File: config.mk
export PLATFORM = sky130hd
export DESIGN_NAME = rr_request_mux
export DESIGN_NICKNAME = d
export VERILOG_FILES = /design/src/rtl/rr_request_mux.sv
export SDC_FILE = /design/constraint.sdc
export NUM_CORES = 1
export LEC_CHECK = 0
export BUFFER_PORTS_ARGS = -buffer_cell sky130_fd_sc_hd__buf_4
export CORE_MARGIN = 4
export CORE_UTILIZATION = 37
export DETAILED_ROUTE_END_ITERATION = 10
export PLACE_DENSITY = 0.61
export SYNTH_ARGS = -nofsm -noshare
export SYNTH_HDL_FRONTEND = slang
export SYNTH_SLANG_ARGS = --single-unit
File: constraint.sdc
create_clock -name clk -period 5.4 [get_ports clk]
set_input_delay 0.27 -clock clk [delete_from_list [all_inputs] [get_ports clk]]
set_output_delay 0.27 -clock clk [all_outputs]
set_load 0.01 [all_outputs]
File: src/rtl/rr_request_mux.sv
// Two-input round-robin request merger.
// Each port buffers (address, id) requests in its own FIFO. One request per cycle is granted
// into a registered output stage that drives the shared resource. The output carries the
// source port so that responses can be attributed to the right pipeline.
module rr_request_mux #(
   parameter int unsigned ADDR_W = 16,
   parameter int unsigned ID_W   = 8,
   parameter int unsigned DEPTH  = 2
) (
   input  logic              clk,
   input  logic              reset,
   // port 1 (pipeline_1)
   input  logic [ADDR_W-1:0] in_address_1,
   input  logic [ID_W-1:0]   in_id_1,
   input  logic              in_valid_1,
   output logic              out_stall_1,
   // port 2 (pipeline_2)
   input  logic [ADDR_W-1:0] in_address_2,
   input  logic [ID_W-1:0]   in_id_2,
   input  logic              in_valid_2,
   output logic              out_stall_2,
   // merged stream (shared_resource)
   output logic [ADDR_W-1:0] out_address,
   output logic [ID_W-1:0]   out_id,
   output logic              out_src,
   output logic              out_valid,
   input  logic              in_stall
);

   localparam int unsigned PtrW = $clog2(DEPTH);
   localparam int unsigned CntW = $clog2(DEPTH + 1);
   localparam logic [CntW-1:0] CountFull = CntW'(DEPTH);

   // last_grant encoding: 0 = port 1, 1 = port 2
   localparam logic SrcPort1 = 1'b0;
   localparam logic SrcPort2 = 1'b1;

   typedef struct packed {
      logic [ADDR_W-1:0] addr;
      logic [ID_W-1:0]   id;
   } req_t;

   // FIFO storage and bookkeeping, port 1
   req_t            mem_1_q [DEPTH];
   logic [PtrW-1:0] wr_ptr_1_q, wr_ptr_1_d;
   logic [PtrW-1:0] rd_ptr_1_q, rd_ptr_1_d;
   logic [CntW-1:0] count_1_q, count_1_d;

   // FIFO storage and bookkeeping, port 2
   req_t            mem_2_q [DEPTH];
   logic [PtrW-1:0] wr_ptr_2_q, wr_ptr_2_d;
   logic [PtrW-1:0] rd_ptr_2_q, rd_ptr_2_d;
   logic [CntW-1:0] count_2_q, count_2_d;

   // output stage and arbitration state
   req_t out_req_q, out_req_d;
   logic out_src_q, out_src_d;
   logic out_valid_q, out_valid_d;
   logic last_grant_q, last_grant_d;

   logic full_1, full_2;
   logic empty_1, empty_2;
   logic push_1, push_2;
   logic pop_1, pop_2;
   logic load;

   // Status decoded from registered counts only, so stalls never depend on in_valid/in_stall.
   always_comb begin
      full_1  = (count_1_q == CountFull);
      full_2  = (count_2_q == CountFull);
      empty_1 = (count_1_q == '0);
      empty_2 = (count_2_q == '0);
      push_1  = in_valid_1 && !full_1;
      push_2  = in_valid_2 && !full_2;
   end

   // Round-robin grant into the output register; the loser of a tie is favoured next time.
   always_comb begin
      load         = !out_valid_q || !in_stall;
      pop_1        = 1'b0;
      pop_2        = 1'b0;
      out_req_d    = out_req_q;
      out_src_d    = out_src_q;
      out_valid_d  = out_valid_q;
      last_grant_d = last_grant_q;
      if (load) begin
         if (!empty_1 && (empty_2 || (last_grant_q == SrcPort2))) begin
            pop_1        = 1'b1;
            out_req_d    = mem_1_q[rd_ptr_1_q];
            out_src_d    = SrcPort1;
            out_valid_d  = 1'b1;
            last_grant_d = SrcPort1;
         end else if (!empty_2) begin
            pop_2        = 1'b1;
            out_req_d    = mem_2_q[rd_ptr_2_q];
            out_src_d    = SrcPort2;
            out_valid_d  = 1'b1;
            last_grant_d = SrcPort2;
         end else begin
            // nothing pending: drop valid, leave the stale payload in place
            out_valid_d = 1'b0;
         end
      end
   end

   // FIFO pointer and occupancy next state, port 1
   always_comb begin
      wr_ptr_1_d = wr_ptr_1_q;
      rd_ptr_1_d = rd_ptr_1_q;
      count_1_d  = count_1_q;
      if (push_1) begin
         wr_ptr_1_d = wr_ptr_1_q + 1'b1;
      end
      if (pop_1) begin
         rd_ptr_1_d = rd_ptr_1_q + 1'b1;
      end
      unique case ({push_1, pop_1})
         2'b10:   count_1_d = count_1_q + 1'b1;
         2'b01:   count_1_d = count_1_q - 1'b1;
         default: count_1_d = count_1_q;
      endcase
   end

   // FIFO pointer and occupancy next state, port 2
   always_comb begin
      wr_ptr_2_d = wr_ptr_2_q;
      rd_ptr_2_d = rd_ptr_2_q;
      count_2_d  = count_2_q;
      if (push_2) begin
         wr_ptr_2_d = wr_ptr_2_q + 1'b1;
      end
      if (pop_2) begin
         rd_ptr_2_d = rd_ptr_2_q + 1'b1;
      end
      unique case ({push_2, pop_2})
         2'b10:   count_2_d = count_2_q + 1'b1;
         2'b01:   count_2_d = count_2_q - 1'b1;
         default: count_2_d = count_2_q;
      endcase
   end

   // FIFO payload storage; contents need no reset since pointers gate every read
   always_ff @(posedge clk) begin
      if (push_1) begin
         mem_1_q[wr_ptr_1_q] <= '{addr: in_address_1, id: in_id_1};
      end
      if (push_2) begin
         mem_2_q[wr_ptr_2_q] <= '{addr: in_address_2, id: in_id_2};
      end
   end

   // Control state; reset discards everything buffered or in flight
   always_ff @(posedge clk or posedge reset) begin
      if (reset) begin
         wr_ptr_1_q   <= '0;
         rd_ptr_1_q   <= '0;
         count_1_q    <= '0;
         wr_ptr_2_q   <= '0;
         rd_ptr_2_q   <= '0;
         count_2_q    <= '0;
         out_req_q    <= '0;
         out_src_q    <= SrcPort1;
         out_valid_q  <= 1'b0;
         last_grant_q <= SrcPort2;
      end else begin
         wr_ptr_1_q   <= wr_ptr_1_d;
         rd_ptr_1_q   <= rd_ptr_1_d;
         count_1_q    <= count_1_d;
         wr_ptr_2_q   <= wr_ptr_2_d;
         rd_ptr_2_q   <= rd_ptr_2_d;
         count_2_q    <= count_2_d;
         out_req_q    <= out_req_d;
         out_src_q    <= out_src_d;
         out_valid_q  <= out_valid_d;
         last_grant_q <= last_grant_d;
      end
   end

   // Output drive straight from registers
   always_comb begin
      out_address = out_req_q.addr;
      out_id      = out_req_q.id;
      out_src     = out_src_q;
      out_valid   = out_valid_q;
      out_stall_1 = full_1;
      out_stall_2 = full_2;
   end

`ifndef SYNTHESIS
   // A held request must stay bit-stable while downstream stalls.
   a_hold_stable: assert property (@(posedge clk) disable iff (reset)
      (out_valid_q && in_stall) |=> (out_valid_q && $stable(out_req_q) && $stable(out_src_q)));

   // FIFOs never underflow or overflow.
   a_no_underflow: assert property (@(posedge clk) disable iff (reset)
      !((pop_1 && empty_1) || (pop_2 && empty_2)));
   a_no_overflow: assert property (@(posedge clk) disable iff (reset)
      !((push_1 && full_1) || (push_2 && full_2)));
`endif

endmodule

### Yosys cells after proc, flatten, opt, wreduce, memory -nomap -nowiden

Memory sizes are Yosys's and may differ from the RTL's.
Index checks and enable logic that the tools add are counted.

* register bits: 35
* memory bits (writable): 96
* input port bits: 53
* logic and storage cells: 59
* memories kept: 2

Memory list
* mem_1_q: depth 2, bits a word 24, rd ports 1, clocked after Yosys merged registers in 0, write ports 1, RTL line 44 `req_t mem_1_q [DEPTH];`
* mem_2_q: depth 2, bits a word 24, rd ports 1, clocked after Yosys merged registers in 0, write ports 1, RTL line 50 `req_t mem_2_q [DEPTH];`

* add/sub/neg operators: 8
* equal/unequal tests: 7
* multiplexer cells: 16
* reduce and logical (&&, ||, !) cells: 15

Operators with widths (count)
* two-way mux 24 bit: 2
* two-way mux 1 bit: 12
* == test 2 bit (second input constant): 4
* one-hot mux 2 bit (2 select lines): 2
* logical NOT 1 bit: 5
* adder 1 bit (second input constant): 4
* adder 2 x 1 -> 2 bit (second input constant): 2
* == test 2 x 1 -> 1 bit (second input constant): 2
* logical NOT 2 bit: 2
* nonzero test 2 bit: 2
* subtractor 2 x 1 -> 2 bit (second input constant): 2
* logical AND 1 bit: 3
* logical OR 1 bit: 2
* inequality test 2 x 1 -> 1 bit (second input constant): 1
* AND reduction 2 bit: 1

### Depth between registers and ports, before layout

Gate-level depths: netlist of the first run.

* depth in word-level cells: 7
* depth in mapped cells: 8
* mapped depth without buffers: 6

### Worst setup path before layout of the first run

Ideal clock, no wire load.

* path type: register to register
* start point: register count_1_q[0]
* end point: memory mem_1_q[0][0] (netlist bit) (enable)
* setup time: 0.405 ns
* arrival: 1.744 ns
* required time: 4.995 ns
* slack: 3.251 ns
* cell stages (with the launch flop): 4
* buffers on the path: 0
* cells stage by stage: dfrtp_1 -> nand2b_1 -> nand2_1 -> nor2_1

* longest elaborated chain between the ends: 5

Ends and longest elaborated chain
* from (decl): RTL line 47 `logic [CntW-1:0] count_1_q, count_1_d;`
* from (signal assigned): RTL line 168 `count_1_q <= count_1_d;`
* == test 2 bit: RTL line 69 `full_1 = (count_1_q == CountFull);`
* logical NOT 1 bit: RTL line 73 `push_1 = in_valid_1 && !full_1;`
* logical AND 1 bit: RTL line 73
* two-way mux 1 bit: RTL line 144 `if (push_1) begin`
* two-way mux 1 bit (implied by the code): RTL line 145 `mem_1_q[wr_ptr_1_q] <= '{addr: in_address_1, id: in_id_1};`
* to (decl): RTL line 44

Every way passes these cells.

### Worst setup path in the final report of the first run

* start point: register count_2_q[0]
* end point: register out_req_q, in the netlist out_address[3]

* longest elaborated chain between the ends: 5

Ends and longest elaborated chain
* from (decl): RTL line 53 `logic [CntW-1:0] count_2_q, count_2_d;`
* from (signal assigned): RTL line 171 `count_2_q <= count_2_d;`
* logical NOT 2 bit *: RTL line 72 `empty_2 = (count_2_q == '0);`
* logical OR 1 bit: RTL line 87 `if (!empty_1 && (empty_2 || (last_grant_q == SrcPort2))) begin`
* logical AND 1 bit: RTL line 87
* inequality test 2 x 1 -> 1 bit (no source line)
* AND reduction 2 bit (no source line)
* to (signal assigned): RTL line 172 `out_req_q <= out_req_d;`
* to (decl): RTL line 56 `req_t out_req_q, out_req_d;`

Mark *: on every way between the ends. The rest lies on a longest branch, timed or not.
A chain may end at the register's enable or synchronous reset.

==> run_results.csv, run 1 <==
group,metric,value,unit
drt,drt_first_iter_violations,296,
logic_synthesis,synthFlopType,"sky130_fd_sc_hd__edfxtp_1",
placement,place.gp.congestion,0.7785,
timing,postLayoutSetupSlackWorst,2.794,ns
drt,antenna_violating_nets_post_route,0,
timing,max_slew_margin,0.2225,
critical_path,timing.critical_path.from_type,"register",
drt,vias,3155,
critical_path,critPathKind,"register to register",
clock_network,clock_insertion_delay_worst_skew,0.41,ns
power_and_ir_drop,worst_ir_drop_vdd,0.2747,mV
global_route,globalRouteTotalUtil,0.1458,
logic_synthesis,synth_top_cell_area_share,0.5520,
logic_synthesis,synth.area.top_cells,"sky130_fd_sc_hd__edfxtp_1 55%, sky130_fd_sc_hd__dfrtp_1 16%, sky130_fd_sc_hd__nor2b_1 5.7%",
die,std_cell_rows,43,
power_and_ir_drop,sequentialPowerShare,0.414,
layout,multi_input_area,1306,sq um
drt,wirelength,11300,microns
critical_path,worstPathArrival,2.86,ns
global_route,via_count_of_the_first_global_routing_pass,3320,
clock_network,cts.sink_count,131,
critical_path,critical-path-slowest-cell,"sky130_fd_sc_hd__nor4_4",
logic_synthesis,syn_nets,396,
placement,count_of_buffers_from_port_buffering,80,
logic_synthesis,number_of_flip_flops_and_latches_in_the_synthesized_netlist,131,
run_status,status,"finished clean",
logic_synthesis,post-synth-top-count-cell,"sky130_fd_sc_hd__edfxtp_1",
logic_synthesis,synth.avg_cell_area,15.32,sq um
layout,num-fill-cells,1215,
min_path,min-delay-path-class,"input port to register",
placement,pre_cts_ws,2.811,ns
power_and_ir_drop,power_frac_comb,0.307,
clock_network,cts_root_buffer,"sky130_fd_sc_hd__clkbuf_16",
timing,clock_tree_skew_after_final_layout,0.006878,ns
logic_synthesis,synthTopCellsByCount,"96 x sky130_fd_sc_hd__edfxtp_1, 48 x sky130_fd_sc_hd__nor2b_1, 34 x sky130_fd_sc_hd__dfrtp_1",
critical_path,startpoint_of_the_most_critical_register_to_register_path,"count_2_q[0]",
timing,final.min_clock_period,2.606,ns
critical_path,critical_path_peak_fanout,26,
critical_path,worst-r2r-setup-slack,2.79,ns
min_path,timing.hold.worst_path_depth,1,
logic_synthesis,async_flop_share,0.2672,
logic_synthesis,yosysTopAreaCell,"sky130_fd_sc_hd__edfxtp_1",
timing,maxSlewViolCount,0,
die,die_h,126.8,microns
timing,hold_viol,0,
drt,drc,0,
layout,n_antenna_cell,0,
timing,grt_setup_unrepaired,"no",
placement,dp_hpwl,7572,microns
clock_network,cts_post_setup_buffers_inserted,0,
min_path,min_to,"mem_1_q[0][19]",
clock_network,clkSlewWorstSetupHoldPaths,0.05,ns
critical_path,worst_r2r_path_depth,3,
layout,number_of_nets_in_the_finished_design,474,
critical_path,r2r-end,"out_address[3]",
clock_network,cts_tree,"built",
die,die_width,126.8,microns
timing,period_share,0.4825,
critical_path,cp_data_required_time,5.65,ns
global_route,pin_count_of_the_biggest_net_entering_global_routing,38,
drt,vias_per_cell,5.155,
drt,routed_wire_length_per_instance,18.46,microns
power_and_ir_drop,power_switching,1288,uW
logic_synthesis,synth_enable_flop_cells,96,
die,coreArea,13830,sq um
critical_path,critPathMaxStageDelay,0.97,ns
run,maxCapViolCount,0,
layout,area.growth.synth_to_final,25.04,%
drt,drt_first_pass_iters,4,
power_and_ir_drop,switching_share,0.3306,
global_route,antenna_violations_before_repair,0,
power_and_ir_drop,p_int,2608,uW
min_path,worst_hold_startpoint,"in_address_1[11]",
die,num_io_pins,81,
clock_network,cts-buffers-inserted,17,
die,floorplan.initialDensity,0.3777,
timing,finalSetupViolCount,0,
global_route,wire_length_of_the_first_global_routing_pass,17600,microns
global_route,grt-ovfl-total,0,
power_and_ir_drop,p_per_area,596.7,nW/um^2
logic_synthesis,synth_cells,341,
critical_path,worstSetupEndpointType,"register",
die,fp.dieArea,16080,sq um
power_and_ir_drop,power.leakage,0.002385,uW
timing,fmax,0.3838,GHz
logic_synthesis,synth_area,5223,sq um
timing,worst_slew_pin_slew,1.166,ns
clock_network,ctsHtreeMaxLevel,4,
critical_path,timing.critical_path.cells,"nor4_4 > or2_1 > o31ai_1",
layout,final_layout_size_suffix_gt1_frac,0.2755,
logic_synthesis,ys_types,28,
logic_synthesis,synth.yosys.warnings,0,
clock_network,maximum_buffer_depth_of_the_clock_tree,2,
power_and_ir_drop,clkPwrFrac,0.279,
layout,sequential_cell_area,3760,sq um
logic_synthesis,synth-seq-area-share,0.7199,
timing,fin_tns_setup,0,ns
[cell families after synthesis]
kind of cell    synth area share
fa+ha+maj               0.004791
compound gates            0.1488
flops                     0.7199
simple gates             0.07882
xor+xnor                 0.01677
buf+inv                  0.03090
[what timing repair did]
item | in CTS | in global routing
hold buffers | 1 | 0
resized for setup | 0 | 0
setup endpoints to repair | 0 | 0
hold endpoints to repair | 34 | 0
[flip-flops by register name, summed over array words and instances, names as in the netlist, 2 cells and up]
register     count
out_id           8
mem_1_q         48
mem_2_q         48
out_address     16
count_2_q        2
count_1_q        2
[area by class of cell]
type                            count  area share
Tap cell                          180     0.03449
Timing Repair Buffer               87      0.1004
Clock buffer                       28     0.08086
Inverter                            3    0.001724
Multi-Input combinational cell    179      0.2000
Sequential cell                   131      0.5758
Clock inverter                      4    0.006706
[placed cells by master (no fill, tap or decap), types with 3 or more instances in the layout]
master and count:
sky130_fd_sc_hd__nor2b_1 48, sky130_fd_sc_hd__nand2b_1 3, sky130_fd_sc_hd__inv_1 3, sky130_fd_sc_hd__a221oi_1 24
sky130_fd_sc_hd__a2111oi_0 24, sky130_fd_sc_hd__clkbuf_16 18, sky130_fd_sc_hd__o31ai_1 24, sky130_fd_sc_hd__edfxtp_1 96
sky130_fd_sc_hd__buf_4 86, sky130_fd_sc_hd__clkbuf_1 6, sky130_fd_sc_hd__clkbuf_8 4, sky130_fd_sc_hd__xnor2_1 6
sky130_fd_sc_hd__xor2_1 4, sky130_fd_sc_hd__o21ai_0 24, sky130_fd_sc_hd__nor2_1 4, sky130_fd_sc_hd__dfrtp_1 34
[power groups by stage]
stage | registers, uW | clock network, uW | logic (uW)
after floorplan | 1580 | 0 | 786
after global placement | 1620 | 0 | 1200
after detailed placement | 1630 | 0 | 1220
after CTS | 1610 | 1110 | 1220
after global routing | 1650 | 1150 | 1310
final | 1620 | 1090 | 1190
[critical path: cells and delay by family (launching register included)]
| family | cells | cell delay, ns |
|---|---|---|
| and+or+nand+nor | 2 | 1.76 |
| DFF | 1 | 0.48 |
| AOI/OAI and AO/OA | 1 | 0.20 |
[metal layers]
| layer | GRT usage | vias to the layer above | wire (microns) |
|---|---|---|---|
| met4 | 0.06498 | 0 | 242 |
| met2 | 0.2379 | 94 | 5700 |
| met1 | 0.1775 | 1537 | 4749 |
| met5 | 0 | - | 0 |
| met3 | 0.04674 | 18 | 607 |
| li1 | - | 1506 | - |
[metrics by stage]
| step | power [uW] | hold WS (ns) | instance area, sq um | std cells | util |
|---|---|---|---|---|---|
| 2_1_floorplan | 2370 | 0.3689 | 5223 | 341 | - |
| 3_3_place_gp | 2816 | 0.3986 | 5948 | 579 | 0.4302 |
| 3_5_place_dp | 2847 | 0.4039 | 5948 | 579 | 0.4302 |
| 4_1_cts | 3950 | 0.02606 | 6530 | 612 | 0.4723 |
| 5_1_grt | 4120 | 0.02477 | 6530 | 612 | 0.4723 |
| 6_report | 3896 | 0.04355 | 6530 | 612 | 0.4723 |
[worst max-delay path by stage]
stage               slack, ns         endpoint         start  cells after the start
floorplan                3.25    mem_1_q[0][0]  count_1_q[0]                      3
global placement         2.93  out_address[12]  count_2_q[0]                      3
detailed placement       2.81   out_address[5]  count_2_q[0]                      3
CTS                      2.82   out_address[5]  count_2_q[0]                      3
global route             2.54  out_address[11]  count_2_q[0]                      3
finish                   2.79   out_address[3]  count_2_q[0]                      3
Power figures use the tool's default switching activity.
==> run 2, diff against run 1 <==
ABC_AREA = 1   (was default)
clock period = 2.5 ns   (was 5.4 ns; I/O delays follow)
==> run_results.csv, run 2 <==
group,metric,value,unit
critical_path,timing.critical_path.cells,"inv_2 > nand2_4 > nor2_4 > nor2_8 > nand2_1 > inv_1 > ha_1 > a21oi_1 > o21ai_0 > xor2_1",
clock_network,ctsHtreeMaxLevel,4,
timing,grt_setup_unrepaired,"no",
placement,place.gp.congestion,0.8032,
logic_synthesis,synth_enable_flop_cells,96,
clock_network,cts_root_buffer,"sky130_fd_sc_hd__clkbuf_16",
global_route,top_usage_layer,"met2",
min_path,timing.hold.worst_path_depth,3,
global_route,globalRouteTotalUtil,0.1474,
global_route,via_count_of_the_first_global_routing_pass,3849,
critical_path,startpoint_of_the_most_critical_register_to_register_path,"count_1_q[0]",
logic_synthesis,syn_nets,570,
timing,hold_viol,0,
critical_path,worstSetupEndpointType,"register",
clock_network,maximum_buffer_depth_of_the_clock_tree,2,
logic_synthesis,async_flop_share,0.2672,
die,fp.dieArea,16750,sq um
layout,n_antenna_cell,0,
drt,routed_wire_length_per_instance,13.88,microns
timing,period_share,0.8992,
timing,finalSetupViolCount,0,
timing,final.min_clock_period,2.248,ns
logic_synthesis,yosysTopAreaCell,"sky130_fd_sc_hd__edfxtp_1",
clock_network,cts.sink_count,131,
timing,worst_hold_slack,0.2166,ns
logic_synthesis,synth.area.top_cells,"sky130_fd_sc_hd__edfxtp_1 53%, sky130_fd_sc_hd__dfrtp_1 16%, sky130_fd_sc_hd__nand2_1 12%",
critical_path,r2r-end,"count_2_q[1]",
power_and_ir_drop,power.leakage,0.003379,uW
placement,placed_cells_incl_taps,767,
timing,maxSlewViolCount,0,
min_path,min-delay-path-class,"input port to register",
clock_network,clkSlewWorstSetupHoldPaths,0.05,ns
die,die_width,129.4,microns
critical_path,setup.worst_path.start,"count_1_q[0]",
timing,worst_slew_pin_slew,0.6516,ns
clock_network,cts_tree,"built",
clock_network,cts-buffers-inserted,17,
critical_path,worst_r2r_path_depth,10,
placement,dp_hpwl,8233,microns
power_and_ir_drop,p_per_area,1194,nW/um^2
die,std_cell_rows,44,
critical_path,worst_path_dominant_cell_family,"simple AND/OR/NAND/NOR gates",
timing,fmax,0.4448,GHz
critical_path,critical_path_peak_fanout,28,
logic_synthesis,ys_types,23,
critical_path,critPathMaxStageDelay,0.44,ns
layout,number_of_nets_in_the_finished_design,707,
logic_synthesis,synth.avg_cell_area,10.60,sq um
logic_synthesis,synth_area,5456,sq um
layout,num-fill-cells,1298,
drt,vias,3880,
logic_synthesis,synthTopCellsByCount,"178 x sky130_fd_sc_hd__nand2_1, 96 x sky130_fd_sc_hd__edfxtp_1, 81 x sky130_fd_sc_hd__inv_1",
critical_path,worst-path-stages,10,
run_status,status,"finished clean",
die,floorplan.initialDensity,0.3769,
clock_network,clock_insertion_delay_worst_skew,0.42,ns
critical_path,critPathCapture,"count_2_q[1]",
layout,multi_input_area,1260,sq um
die,num_io_pins,81,
drt,vias_per_cell,4.570,
drt,antenna_violating_nets_post_route,0,
critical_path,worst-r2r-setup-slack,0.25,ns
logic_synthesis,synth.yosys.warnings,0,
placement,count_of_buffers_from_port_buffering,80,
layout,area.growth.synth_to_final,34.83,%
die,coreArea,14480,sq um
global_route,met1_usage,0.1809,
logic_synthesis,synth_cells,515,
logic_synthesis,number_of_flip_flops_and_latches_in_the_synthesized_netlist,131,
critical_path,critPathKind,"register to register",
critical_path,timing.critical_path.from_type,"register",
logic_synthesis,synthFlopType,"sky130_fd_sc_hd__edfxtp_1",
layout,mostFrequentLayoutCell,"sky130_fd_sc_hd__nand2_1",
layout,sequential_cell_area,3760,sq um
die,die_h,129.4,microns
drt,drc,0,
global_route,wire_length_of_the_first_global_routing_pass,18580,microns
logic_synthesis,synth-seq-area-share,0.6891,
logic_synthesis,post-synth-top-count-cell,"sky130_fd_sc_hd__nand2_1",
drt,wirelength,11780,microns
critical_path,worst_path_bufs_invs,2,
run,maxCapViolCount,0,
layout,final_cell_mix,"178 x sky130_fd_sc_hd__nand2_1, 96 x sky130_fd_sc_hd__edfxtp_1, 88 x sky130_fd_sc_hd__buf_4",
layout,final_layout_size_suffix_gt1_frac,0.1940,
layout,fin_cells,849,
drt,drt_first_iter_violations,224,
critical_path,critical-path-slowest-cell,"sky130_fd_sc_hd__dfrtp_1",
global_route,groute.layer.met2.usage,0.2445,
global_route,met3_usage,0.04369,
global_route,grt-ovfl-total,0,
power_and_ir_drop,worst_ir_drop_vdd,0.6460,mV
layout,final_util,0.5081,
global_route,pin_count_of_the_biggest_net_entering_global_routing,49,
timing,max_slew_margin,0.5610,
logic_synthesis,synth_top_cell_area_share,0.5283,
critical_path,worstPathArrival,2.53,ns
timing,fin_tns_setup,0,ns
critical_path,cp_data_required_time,2.78,ns
drt,drt_first_pass_iters,4,
global_route,antenna_violations_before_repair,0,
timing,clock_tree_skew_after_final_layout,0.01220,ns
run 2: metal layers:
layer,share of wire,vias to the layer above,routed length (microns)
met1,0.43,1840,5067
li1,-,1923,-
met5,0,-,0
met2,0.49,101,5782
met3,0.060,16,704
met4,0.019,0,225
run 2: power by group:
group | switching [uW] | internal, uW
Sequential | 298 | 3070
Combinational | 1820 | 1060
Clock | 856 | 1680
Total | 2980 | 5800
run 2: worst min path at each step:
stage | startpoint | to | slack [ns]
floorplan | in_id_1[0] | mem_1_q[0][0] | 0.22
global placement | reset | out_address[7] | 0.26
detailed placement | reset | out_address[1] | 0.27
CTS | in_valid_2 | wr_ptr_2_q | 0.19
global route | in_valid_2 | wr_ptr_2_q | 0.22
finish | in_valid_2 | wr_ptr_2_q | 0.22
run 2: cell families (layout without fill, tap and decap cells):
logic type      Yosys count  in the layout  share of synthesized area
flops                   131            131                     0.6891
compound gates           33             33                    0.03233
buf+inv                 105            255                    0.08186
simple gates            238            238                     0.1825
xor+xnor                  6              6                   0.009631
fa+ha+maj                 2              2                   0.004585
run 2: final cells by class:
type / instances / share of cell area
sequential: 131 / 0.5111
multi-input combinational: 279 / 0.1713
timing repair buffer: 139 / 0.1605
clock buffer: 20 / 0.06071
inverter: 84 / 0.04320
tap: 184 / 0.03129
clock inverter: 12 / 0.02194
run 2: worst min-delay path: cells and delay by family:
kind / cells / cell delay (ns)
buf+inv: 1 / 0.10
xor+xnor: 1 / 0.18
compound gates: 1 / 0.17
run 2: timing repair:
action	in CTS	in global routing
resized for setup	0	0
hold buffers	50	0
buffers inserted	0	0
endpoints found under the hold margin	131	0
run 2: per-stage QoR:
step,power (uW),setup slack [ns],instance area [sq um]
floorplan,5223,0.3633,5456
global placement,6175,0.3999,6248
detailed placement,6257,0.2580,6248
CTS,8893,0.2476,7357
global route,9378,0.05619,7357
finish,8783,0.2519,7357
